## config.mk

```make
export PLATFORM = sky130hd
export DESIGN_NAME = id_ex_fwd_stage_flat
export DESIGN_NICKNAME = d
export VERILOG_FILES = /design/src/rtl/id_ex_fwd_stage_if.sv /design/src/rtl/id_ex_fwd_stage.sv /design/src/flat_wrapper.sv
export SDC_FILE = /design/constraint.sdc
export NUM_CORES = 1
export LEC_CHECK = 0
export CAP_MARGIN = 20
export CORE_AREA = 2 2 111 113
export CTS_CLUSTER_DIAMETER = 200
export DETAILED_ROUTE_END_ITERATION = 7
export DIE_AREA = 0 0 113 115
export GPL_ROUTABILITY_DRIVEN = 0
export MAX_ROUTING_LAYER = met4
export PLACE_DENSITY = 0.88
export SYNTH_ARGS = -nofsm -noshare
export SYNTH_HDL_FRONTEND = slang
export SYNTH_SLANG_ARGS = --single-unit
```

## constraint.sdc

```tcl
create_clock -name clk -period 2.1 [get_ports clk]
set_input_delay 0.315 -clock clk [delete_from_list [all_inputs] [get_ports clk]]
set_output_delay 0.315 -clock clk [all_outputs]
set_load 0.01 [all_outputs]
```

## src/rtl/id_ex_fwd_stage_if.sv

```systemverilog
// ID/EX stage bundle: decoded ID fields and MEM producer info in, latched EX fields out.
interface id_ex_fwd_stage_if #(
  parameter int unsigned DATA_W = 32,
  parameter int unsigned REG_W  = 5,
  parameter int unsigned CNT_W  = 16
);
  logic              flush;
  logic              id_valid;
  logic [REG_W-1:0]  id_rs;
  logic [REG_W-1:0]  id_rt;
  logic [REG_W-1:0]  id_rd;
  logic [DATA_W-1:0] id_rs_data;
  logic [DATA_W-1:0] id_rt_data;
  logic [DATA_W-1:0] id_imm;
  logic              id_alusrc;
  logic              id_uses_rt;
  logic              id_reg_write;
  logic              id_mem_read;
  logic              id_mem_write;
  logic [3:0]        id_alu_op;
  logic [REG_W-1:0]  mem_rd;
  logic              mem_reg_write;

  logic              stall;
  logic              ex_valid;
  logic [DATA_W-1:0] ex_rs_data;
  logic [DATA_W-1:0] ex_rt_data;
  logic [DATA_W-1:0] ex_imm;
  logic [REG_W-1:0]  ex_rd;
  logic              ex_reg_write;
  logic              ex_mem_read;
  logic              ex_mem_write;
  logic [3:0]        ex_alu_op;
  logic [1:0]        ex_fwd_a_sel;
  logic [1:0]        ex_fwd_b_sel;
  logic [CNT_W-1:0]  stall_count;

  modport slave (
    input  flush, id_valid, id_rs, id_rt, id_rd, id_rs_data, id_rt_data, id_imm,
           id_alusrc, id_uses_rt, id_reg_write, id_mem_read, id_mem_write, id_alu_op,
           mem_rd, mem_reg_write,
    output stall, ex_valid, ex_rs_data, ex_rt_data, ex_imm, ex_rd, ex_reg_write,
           ex_mem_read, ex_mem_write, ex_alu_op, ex_fwd_a_sel, ex_fwd_b_sel, stall_count
  );

  modport master (
    output flush, id_valid, id_rs, id_rt, id_rd, id_rs_data, id_rt_data, id_imm,
           id_alusrc, id_uses_rt, id_reg_write, id_mem_read, id_mem_write, id_alu_op,
           mem_rd, mem_reg_write,
    input  stall, ex_valid, ex_rs_data, ex_rt_data, ex_imm, ex_rd, ex_reg_write,
           ex_mem_read, ex_mem_write, ex_alu_op, ex_fwd_a_sel, ex_fwd_b_sel, stall_count
  );
endinterface

```

## src/rtl/id_ex_fwd_stage.sv

```systemverilog
// ID/EX pipeline register with load-use bubble insertion and pre-registered
// forwarding selects for the two EX operand muxes.
module id_ex_fwd_stage #(
  parameter int unsigned DATA_W = 32,
  parameter int unsigned REG_W  = 5,
  parameter int unsigned CNT_W  = 16
) (
  input logic           clk,
  input logic           rst,
  id_ex_fwd_stage_if.slave bus_io
);

  localparam logic [1:0] SelReg   = 2'b00;
  localparam logic [1:0] SelExMem = 2'b01;
  localparam logic [1:0] SelMemWb = 2'b10;
  localparam logic [1:0] SelImm   = 2'b11;

  logic              ex_valid_q, ex_valid_d;
  logic [DATA_W-1:0] ex_rs_data_q, ex_rs_data_d;
  logic [DATA_W-1:0] ex_rt_data_q, ex_rt_data_d;
  logic [DATA_W-1:0] ex_imm_q, ex_imm_d;
  logic [REG_W-1:0]  ex_rd_q, ex_rd_d;
  logic              ex_reg_write_q, ex_reg_write_d;
  logic              ex_mem_read_q, ex_mem_read_d;
  logic              ex_mem_write_q, ex_mem_write_d;
  logic [3:0]        ex_alu_op_q, ex_alu_op_d;
  logic [1:0]        fwd_a_sel_q, fwd_a_sel_d;
  logic [1:0]        fwd_b_sel_q, fwd_b_sel_d;
  logic [CNT_W-1:0]  stall_count_q, stall_count_d;

  logic ex_wr_nz, mem_wr_nz;
  logic hit_a_ex, hit_b_ex, hit_a_mem, hit_b_mem;
  logic lu;

  // Hazard detection against the instruction now in EX and the one in MEM; $0 is never a producer.
  always_comb begin
    ex_wr_nz  = ex_valid_q & ex_reg_write_q & (ex_rd_q != '0);
    mem_wr_nz = bus_io.mem_reg_write & (bus_io.mem_rd != '0);
    hit_a_ex  = ex_wr_nz & (ex_rd_q == bus_io.id_rs);
    hit_b_ex  = ex_wr_nz & (ex_rd_q == bus_io.id_rt);
    hit_a_mem = mem_wr_nz & (bus_io.mem_rd == bus_io.id_rs);
    hit_b_mem = mem_wr_nz & (bus_io.mem_rd == bus_io.id_rt);
    lu = bus_io.id_valid & ex_valid_q & ex_mem_read_q & (ex_rd_q != '0) &
         ((ex_rd_q == bus_io.id_rs) | (bus_io.id_uses_rt & (ex_rd_q == bus_io.id_rt)));
  end

  // Next EX contents: flush beats load-use bubble beats a normal latch of the ID fields.
  always_comb begin
    ex_valid_d     = 1'b0;
    ex_rs_data_d   = '0;
    ex_rt_data_d   = '0;
    ex_imm_d       = '0;
    ex_rd_d        = '0;
    ex_reg_write_d = 1'b0;
    ex_mem_read_d  = 1'b0;
    ex_mem_write_d = 1'b0;
    ex_alu_op_d    = '0;
    fwd_a_sel_d    = SelReg;
    fwd_b_sel_d    = SelReg;
    stall_count_d  = stall_count_q;

    if (bus_io.flush) begin
      // Bubble only; the counter tracks load-use bubbles, not squashes.
    end else if (lu) begin
      if (stall_count_q != '1) begin
        stall_count_d = stall_count_q + CNT_W'(1);
      end
    end else begin
      ex_valid_d     = bus_io.id_valid;
      ex_rs_data_d   = bus_io.id_rs_data;
      ex_rt_data_d   = bus_io.id_rt_data;
      ex_imm_d       = bus_io.id_imm;
      ex_rd_d        = bus_io.id_rd;
      ex_reg_write_d = bus_io.id_valid & bus_io.id_reg_write;
      ex_mem_read_d  = bus_io.id_valid & bus_io.id_mem_read;
      ex_mem_write_d = bus_io.id_valid & bus_io.id_mem_write;
      ex_alu_op_d    = bus_io.id_alu_op;
      // The EX/MEM producer is younger than MEM/WB, so it takes priority.
      if (hit_a_ex) begin
        fwd_a_sel_d = SelExMem;
      end else if (hit_a_mem) begin
        fwd_a_sel_d = SelMemWb;
      end
      if (bus_io.id_alusrc) begin
        fwd_b_sel_d = SelImm;
      end else if (hit_b_ex) begin
        fwd_b_sel_d = SelExMem;
      end else if (hit_b_mem) begin
        fwd_b_sel_d = SelMemWb;
      end
    end
  end

  // Pipeline register with synchronous reset.
  always_ff @(posedge clk) begin
    if (rst) begin
      ex_valid_q     <= 1'b0;
      ex_rs_data_q   <= '0;
      ex_rt_data_q   <= '0;
      ex_imm_q       <= '0;
      ex_rd_q        <= '0;
      ex_reg_write_q <= 1'b0;
      ex_mem_read_q  <= 1'b0;
      ex_mem_write_q <= 1'b0;
      ex_alu_op_q    <= '0;
      fwd_a_sel_q    <= SelReg;
      fwd_b_sel_q    <= SelReg;
      stall_count_q  <= '0;
    end else begin
      ex_valid_q     <= ex_valid_d;
      ex_rs_data_q   <= ex_rs_data_d;
      ex_rt_data_q   <= ex_rt_data_d;
      ex_imm_q       <= ex_imm_d;
      ex_rd_q        <= ex_rd_d;
      ex_reg_write_q <= ex_reg_write_d;
      ex_mem_read_q  <= ex_mem_read_d;
      ex_mem_write_q <= ex_mem_write_d;
      ex_alu_op_q    <= ex_alu_op_d;
      fwd_a_sel_q    <= fwd_a_sel_d;
      fwd_b_sel_q    <= fwd_b_sel_d;
      stall_count_q  <= stall_count_d;
    end
  end

  // Outputs come straight from registers, except the stall request.
  always_comb begin
    bus_io.stall        = lu & ~bus_io.flush & ~rst;
    bus_io.ex_valid     = ex_valid_q;
    bus_io.ex_rs_data   = ex_rs_data_q;
    bus_io.ex_rt_data   = ex_rt_data_q;
    bus_io.ex_imm       = ex_imm_q;
    bus_io.ex_rd        = ex_rd_q;
    bus_io.ex_reg_write = ex_reg_write_q;
    bus_io.ex_mem_read  = ex_mem_read_q;
    bus_io.ex_mem_write = ex_mem_write_q;
    bus_io.ex_alu_op    = ex_alu_op_q;
    bus_io.ex_fwd_a_sel = fwd_a_sel_q;
    bus_io.ex_fwd_b_sel = fwd_b_sel_q;
    bus_io.stall_count  = stall_count_q;
  end

endmodule

```

## src/flat_wrapper.sv

```systemverilog
// flat-port wrapper written by rule: the top's interface ports become plain ports
module id_ex_fwd_stage_flat 
#(
  parameter int unsigned DATA_W = 32,
  parameter int unsigned REG_W  = 5,
  parameter int unsigned CNT_W  = 16
)
  (clk, rst, bus_io_flush, bus_io_id_valid, bus_io_id_rs, bus_io_id_rt, bus_io_id_rd, bus_io_id_rs_data, bus_io_id_rt_data, bus_io_id_imm, bus_io_id_alusrc, bus_io_id_uses_rt, bus_io_id_reg_write, bus_io_id_mem_read, bus_io_id_mem_write, bus_io_id_alu_op, bus_io_mem_rd, bus_io_mem_reg_write, bus_io_stall, bus_io_ex_valid, bus_io_ex_rs_data, bus_io_ex_rt_data, bus_io_ex_imm, bus_io_ex_rd, bus_io_ex_reg_write, bus_io_ex_mem_read, bus_io_ex_mem_write, bus_io_ex_alu_op, bus_io_ex_fwd_a_sel, bus_io_ex_fwd_b_sel, bus_io_stall_count);
  id_ex_fwd_stage_if #(.DATA_W(DATA_W), .REG_W(REG_W), .CNT_W(CNT_W)) bus_io_i ();
  input logic clk;
  input logic rst;
  input wire logic [$bits(bus_io_i.flush)-1:0] bus_io_flush;
  input wire logic [$bits(bus_io_i.id_valid)-1:0] bus_io_id_valid;
  input wire logic [$bits(bus_io_i.id_rs)-1:0] bus_io_id_rs;
  input wire logic [$bits(bus_io_i.id_rt)-1:0] bus_io_id_rt;
  input wire logic [$bits(bus_io_i.id_rd)-1:0] bus_io_id_rd;
  input wire logic [$bits(bus_io_i.id_rs_data)-1:0] bus_io_id_rs_data;
  input wire logic [$bits(bus_io_i.id_rt_data)-1:0] bus_io_id_rt_data;
  input wire logic [$bits(bus_io_i.id_imm)-1:0] bus_io_id_imm;
  input wire logic [$bits(bus_io_i.id_alusrc)-1:0] bus_io_id_alusrc;
  input wire logic [$bits(bus_io_i.id_uses_rt)-1:0] bus_io_id_uses_rt;
  input wire logic [$bits(bus_io_i.id_reg_write)-1:0] bus_io_id_reg_write;
  input wire logic [$bits(bus_io_i.id_mem_read)-1:0] bus_io_id_mem_read;
  input wire logic [$bits(bus_io_i.id_mem_write)-1:0] bus_io_id_mem_write;
  input wire logic [$bits(bus_io_i.id_alu_op)-1:0] bus_io_id_alu_op;
  input wire logic [$bits(bus_io_i.mem_rd)-1:0] bus_io_mem_rd;
  input wire logic [$bits(bus_io_i.mem_reg_write)-1:0] bus_io_mem_reg_write;
  output wire logic [$bits(bus_io_i.stall)-1:0] bus_io_stall;
  output wire logic [$bits(bus_io_i.ex_valid)-1:0] bus_io_ex_valid;
  output wire logic [$bits(bus_io_i.ex_rs_data)-1:0] bus_io_ex_rs_data;
  output wire logic [$bits(bus_io_i.ex_rt_data)-1:0] bus_io_ex_rt_data;
  output wire logic [$bits(bus_io_i.ex_imm)-1:0] bus_io_ex_imm;
  output wire logic [$bits(bus_io_i.ex_rd)-1:0] bus_io_ex_rd;
  output wire logic [$bits(bus_io_i.ex_reg_write)-1:0] bus_io_ex_reg_write;
  output wire logic [$bits(bus_io_i.ex_mem_read)-1:0] bus_io_ex_mem_read;
  output wire logic [$bits(bus_io_i.ex_mem_write)-1:0] bus_io_ex_mem_write;
  output wire logic [$bits(bus_io_i.ex_alu_op)-1:0] bus_io_ex_alu_op;
  output wire logic [$bits(bus_io_i.ex_fwd_a_sel)-1:0] bus_io_ex_fwd_a_sel;
  output wire logic [$bits(bus_io_i.ex_fwd_b_sel)-1:0] bus_io_ex_fwd_b_sel;
  output wire logic [$bits(bus_io_i.stall_count)-1:0] bus_io_stall_count;
  assign bus_io_i.flush = bus_io_flush;
  assign bus_io_i.id_valid = bus_io_id_valid;
  assign bus_io_i.id_rs = bus_io_id_rs;
  assign bus_io_i.id_rt = bus_io_id_rt;
  assign bus_io_i.id_rd = bus_io_id_rd;
  assign bus_io_i.id_rs_data = bus_io_id_rs_data;
  assign bus_io_i.id_rt_data = bus_io_id_rt_data;
  assign bus_io_i.id_imm = bus_io_id_imm;
  assign bus_io_i.id_alusrc = bus_io_id_alusrc;
  assign bus_io_i.id_uses_rt = bus_io_id_uses_rt;
  assign bus_io_i.id_reg_write = bus_io_id_reg_write;
  assign bus_io_i.id_mem_read = bus_io_id_mem_read;
  assign bus_io_i.id_mem_write = bus_io_id_mem_write;
  assign bus_io_i.id_alu_op = bus_io_id_alu_op;
  assign bus_io_i.mem_rd = bus_io_mem_rd;
  assign bus_io_i.mem_reg_write = bus_io_mem_reg_write;
  assign bus_io_stall = bus_io_i.stall;
  assign bus_io_ex_valid = bus_io_i.ex_valid;
  assign bus_io_ex_rs_data = bus_io_i.ex_rs_data;
  assign bus_io_ex_rt_data = bus_io_i.ex_rt_data;
  assign bus_io_ex_imm = bus_io_i.ex_imm;
  assign bus_io_ex_rd = bus_io_i.ex_rd;
  assign bus_io_ex_reg_write = bus_io_i.ex_reg_write;
  assign bus_io_ex_mem_read = bus_io_i.ex_mem_read;
  assign bus_io_ex_mem_write = bus_io_i.ex_mem_write;
  assign bus_io_ex_alu_op = bus_io_i.ex_alu_op;
  assign bus_io_ex_fwd_a_sel = bus_io_i.ex_fwd_a_sel;
  assign bus_io_ex_fwd_b_sel = bus_io_i.ex_fwd_b_sel;
  assign bus_io_stall_count = bus_io_i.stall_count;
  id_ex_fwd_stage #(.DATA_W(DATA_W), .REG_W(REG_W), .CNT_W(CNT_W)) u_core (.clk(clk), .rst(rst), .bus_io(bus_io_i));
endmodule
```

# Word level (Yosys, flattened, before mapping)

Cells that the tools add are included.

Bits of input ports: 130
Output and inout port bits: 130
Register bits: 129
Logic and storage cells: 49

Muxes and demuxes: 5
Reduce and logical (&&, ||, !) cells: 5
Bitwise logic cells: 20
Add/sub/neg operators: 1
Equal/unequal tests: 5

Operators with widths:

| kind                  | number |
|---|---|
| $eq 5x5->1            | 4 |
| $and 1x1->1           | 17 |
| $add 16x1->16 const B | 1 |
| $ne 16x16->1 const B  | 1 |
| $reduce_bool 5->1     | 2 |
| $mux 2                | 4 |
| $reduce_or 4->1       | 1 |
| $reduce_and 3->1      | 1 |
| $reduce_or 3->1       | 1 |
| $not 1->1             | 2 |
| $mux 1                | 1 |
| $or 1x1->1            | 1 |

# Depth between registers and ports, before layout

Depth in word-level cells: 6
Gate-level depth with buffers: 9

# Least setup slack after synthesis

Ideal clock, no wire load.

Path type: reg2reg
From: register u_core.ex_rd_q[0], in the netlist u_core.bus_io.ex_rd[0]
To: register u_core.stall_count_q[1], in the netlist u_core.bus_io.stall_count[1]
Path buffers: 2
Setup slack: 0.293 ns
Clock period less this slack: 1.807 ns
Setup time: 0.128 ns
Stages on the path, launching flop included: 9
Data arrival time: 1.680 ns
Cells stage by stage: dfxtp_1 or4_1 nor2_1 nor2b_1 o211ai_2 buf_4 buf_6 mux2i_1 nor2_1

Longest elaborated chain between the ends: 5
Elaborated cells on any way between the ends: 8
Those cells by class: eq/ne: 2; bitwise: 4; reduce/logical: 2

RTL lines:

| item                                  | line                   | RTL |
|---|---|---|
| from (decl)                           | id_ex_fwd_stage.sv:22  | `logic [REG_W-1:0] ex_rd_q, ex_rd_d;` |
| from (signal assigned)                | id_ex_fwd_stage.sv:114 | `ex_rd_q <= ex_rd_d;` |
| $eq 5x5->1                            | id_ex_fwd_stage.sv:44  | `((ex_rd_q == bus_io.id_rs) \| (bus_io.id_uses_rt & (ex_rd_q == bus_io.id_rt)));` |
| $and 1x1->1                           | id_ex_fwd_stage.sv:44  |  |
| $or 1x1->1                            | id_ex_fwd_stage.sv:44  |  |
| $and 1x1->1 (*)                       | id_ex_fwd_stage.sv:43  | `lu = bus_io.id_valid & ex_valid_q & ex_mem_read_q & (ex_rd_q != '0) &` |
| $reduce_and 3->1 (no source line) (*) | n/a                    |  |
| to (signal assigned)                  | id_ex_fwd_stage.sv:121 | `stall_count_q <= stall_count_d;` |
| to (decl)                             | id_ex_fwd_stage.sv:29  | `logic [CNT_W-1:0] stall_count_q, stall_count_d;` |

Every way passes the cells marked *; elsewhere a longest branch is shown, timed or not.
A chain may end at the register's enable or synchronous reset.

# Worst setup path in the final report

From: register u_core.ex_rd_q[0], in the netlist u_core.bus_io.ex_rd[0]
To: output port bus_io_stall

Longest elaborated chain between the ends: 6
Elaborated cells on any way between the ends: 9
Those cells by class: eq/ne: 2; bitwise: 6; reduce/logical: 1

RTL lines:

| item                         | line                   | RTL |
|---|---|---|
| $eq 5x5->1                   | id_ex_fwd_stage.sv:44  |  |
| $and 1x1->1                  | id_ex_fwd_stage.sv:44  |  |
| $or 1x1->1                   | id_ex_fwd_stage.sv:44  |  |
| $and 1x1->1 (*)              | id_ex_fwd_stage.sv:43  |  |
| $and 1x1->1 (*) (2 in a row) | id_ex_fwd_stage.sv:127 | `bus_io.stall = lu & ~bus_io.flush & ~rst;` |
| to (decl)                    | flat_wrapper.sv:28     | `output wire logic [$bits(bus_io_i.stall)-1:0] bus_io_stall;` |

Marked as above.

==> impl_metrics.csv <==
group,metric,value,unit
setup_path,critPathCaptureType,"primary output",
synthesis,synth_area_leaders,"dfxtp_1, and2_1, xnor2_1",
route,drc,11,
synthesis,synth_top_family_by_area,"simple AND/OR/NAND/NOR gates",
timing,max_freq,0.478,GHz
route,drt_first_pass_iters,6,
run,cap_violations,0,
global_route,grt_pass1_vias,4006,
synthesis,ys_seq_elements,129,
timing,fin_crit_sh,0.997,
timing,worst_pin_slew,272,ps
timing,fin_setup_tns,0,ps
worst_hold_path,hp-class,"in2reg",
final_layout,postLayoutCoreUtil,0.656,
setup_path,cp_cell_sequence,"buf_6, or4_4, o21ai_4, nor4_4, buf_6",
clock_network,clkLatencyLatePin,410,ps
floorplanning,die_w,113,um
timing,skew,10.1,ps
setup_path,critPathArrivalTime,1780,ps
timing,holdWs,461,ps
clock_network,cts_inserted_buffers,17,
floorplanning,die_h,115,um
setup_path,crit_top_cell,"buf_6",
route,drtIter0Drc,277,
final_layout,final_cell_mix,"clkdlybuf4s50_1, dfxtp_1, and2_1, buf_4, clkbuf_16",
route,postRouteWirelength,13100,um
timing,hold_viol_final,0,
global_route,grt_start_max_net_pins,67,
route,postRouteAntennaNets,0,
place,place_inst,799,
synthesis,synth_top_area_frac,0.625,
synthesis,yosys.area_share.simple,0.251,
floorplanning,dieArea,13000,sq um
final_layout,layout-drive-gt1-share,0.128,
floorplanning,rows,40,
timing,slew_headroom,0.817,
floorplanning,ios,260,
setup_path,r2r_slack,90,ps
timing,min_period,2090,ps
synthesis,synth-main-ff-cell,"dfxtp_1",
outcome,violations,"DRC",
place,hpwl,9880,um
timing,finalMaxSlewViolations,0,
route,wl_per_cell,15.7,um
clock_network,cts_root_buffer,"clkbuf_16",
clock_network,clk_path_buf_depth,2,
final_layout,nets,805,
clock_network,cts_hold_buf,0,
outcome,status,"finished with violations",
final_layout,multi_input_area,1530,sq um
route,viasPerCell,4.47,
clock_network,clk_pin_slew,60,ps
setup_path,max_stage_delay,540,ps
clock_network,htree_levels,4,
global_route,grtUsageTotal,0.211,
place,portBuffers,259,
setup_path,path_delay_family,"simple AND/OR/NAND/NOR gates",
floorplanning,initial_core_util,0.350,
setup_path,crit_path_start_kind,"flop",
synthesis,synthAdderAreaFrac,0.00303,
power_and_ir_drop,p_leak,3.01,nW
synthesis,muxShareOfSynthArea,0.00242,
synthesis,yosysWarningCount,0,
synthesis,synth_edf_count,0,
final_layout,final_common_cell,"clkdlybuf4s50_1",
synthesis,synth_cell_types,34,
global_route,grt_antenna_before_repair,1,
synthesis,syn_nets,510,
power_and_ir_drop,total_power,5.84,mW
floorplanning,core_region_area,11800,sq um
final_layout,seqCellArea,2590,sq um
setup_path,crit_type,"reg2out",
power_and_ir_drop,ir_drop,586,uV
setup_path,path_buf_inv,2,
synthesis,synth_compound_area_frac,0.0463,
final_layout,instances_no_fill,834,
synthesis,synthArstFlopShare,0,
global_route,grt_pass1_wl,20300,um
clock_network,cts_tree,"built",
synthesis,avgSynthCellArea,10.9,sq um
synthesis,synth_xor_area_frac,0.0445,
timing,finalSetupViolations,0,
setup_path,cp.required,1780,ps
synthesis,yosysSeqAreaShare,0.625,
power_and_ir_drop,p_per_area,754,nW/um^2
clock_network,numClockSinks,129,
setup_path,worst-path-max-fanout,3,
final_layout,fillers,881,
synthesis,synth_top_cell_by_area,"dfxtp_1",
global_route,grt_overflow_total,0,
synthesis,syn_area,4130,sq um
synthesis,synthCells,379,
setup_path,cpMaxStageDelayCell,"or4_4",
final_layout,syn_to_final_growth,87.4,%
timing,rsz0062_at_grt,"yes",
route,vias,3729,
[synth_stat cells, types with 4 or more instances]
cell and n:
dfxtp_1 129, and2_1 106, a21oi_1 13, or3_1 13, xnor2_1 13, buf_2 10
nor2_1 10, nand3_1 9, o21ai_1 9, xor2_1 8, and3_1 6, nand2_1 6
nand4_1 6, o21ai_0 6, clkbuf_1 4, inv_1 4, or4_1 4
[routing by layer]
layer  wire (um)  track usage
met2        6950        0.364
met5           0            -
met3        1140       0.0880
met1        4720        0.210
met4         323       0.0943
[sequential cells by signal, indices dropped and copies added, names as in the netlist]
name / flops
u_core.bus_io.ex_alu_op: 4
u_core.bus_io.ex_rs_data: 32
u_core.bus_io.ex_imm: 32
u_core.bus_io.ex_fwd_b_sel: 2
u_core.bus_io.ex_reg_write: 1
u_core.bus_io.ex_mem_write: 1
u_core.bus_io.ex_fwd_a_sel: 2
u_core.bus_io.stall_count: 16
u_core.bus_io.ex_valid: 1
u_core.bus_io.ex_rd: 5
u_core.bus_io.ex_rt_data: 32
u_core.bus_io.ex_mem_read: 1
[stage by stage]
stage,setup slack (ps),instance area [sq um]
final,6.87,7740
after global routing,-54.1,7740
after CTS,-23.7,7710
after detailed placement,-560,7080
after global placement,-530,7080
after floorplan,293,4130
[timing repair]
action | 4_1_cts | 5_1_grt
endpoints found under the setup margin | 1 | 15
pin swaps | 10 | 3
resized for setup | 27 | 4
buffers inserted | 2 | 2
[power by group]
group / switching (mW) / internal (mW)
registers: 0.0290 / 2.54
logic: 0.211 / 0.452
clock network: 1.02 / 1.59
[path summary, 6_finish.rpt]
kind,start,endpoint,cells after the start
worst max-delay path,u_core.bus_io.ex_rd[0],bus_io_stall,5
worst max register to register,u_core.bus_io.ex_rd[0],u_core.bus_io.stall_count[1],9
worst min register to register,u_core.bus_io.stall_count[14],u_core.bus_io.stall_count[14],2
worst min-delay path,bus_io_id_rs_data[6],u_core.bus_io.ex_rs_data[6],2
[worst reg2reg max path, delay by kind of cell (launching register included)]
kind	cells	cell delay [ps]
DFF	1	340
AOI/OAI and AO/OA	1	120
and+or+nand+nor	4	820
buffers and inverters	3	450
muxes	1	170
[layout make-up]
| cell class | instances | share of cell area |
|---|---|---|
| sequential | 129 | 0.334 |
| clock buffer | 22 | 0.0612 |
| multi-input combinational | 228 | 0.198 |
| clock inverter | 9 | 0.00775 |
| timing repair buffer | 294 | 0.373 |
| antenna | 1 | 0.000323 |
| inverter | 4 | 0.00194 |
| tap | 147 | 0.0237 |
[logic make-up after synthesis]
logic type	after synthesis
AND/OR/NAND/NOR	171
buffers and inverters	22
multiplexers	1
XOR/XNOR	21
AO/OA/AOI/OAI	34
adder cells (fa/ha/maj)	1
flip-flops	129
No activity file was read; power rests on OpenSTA's default activity.
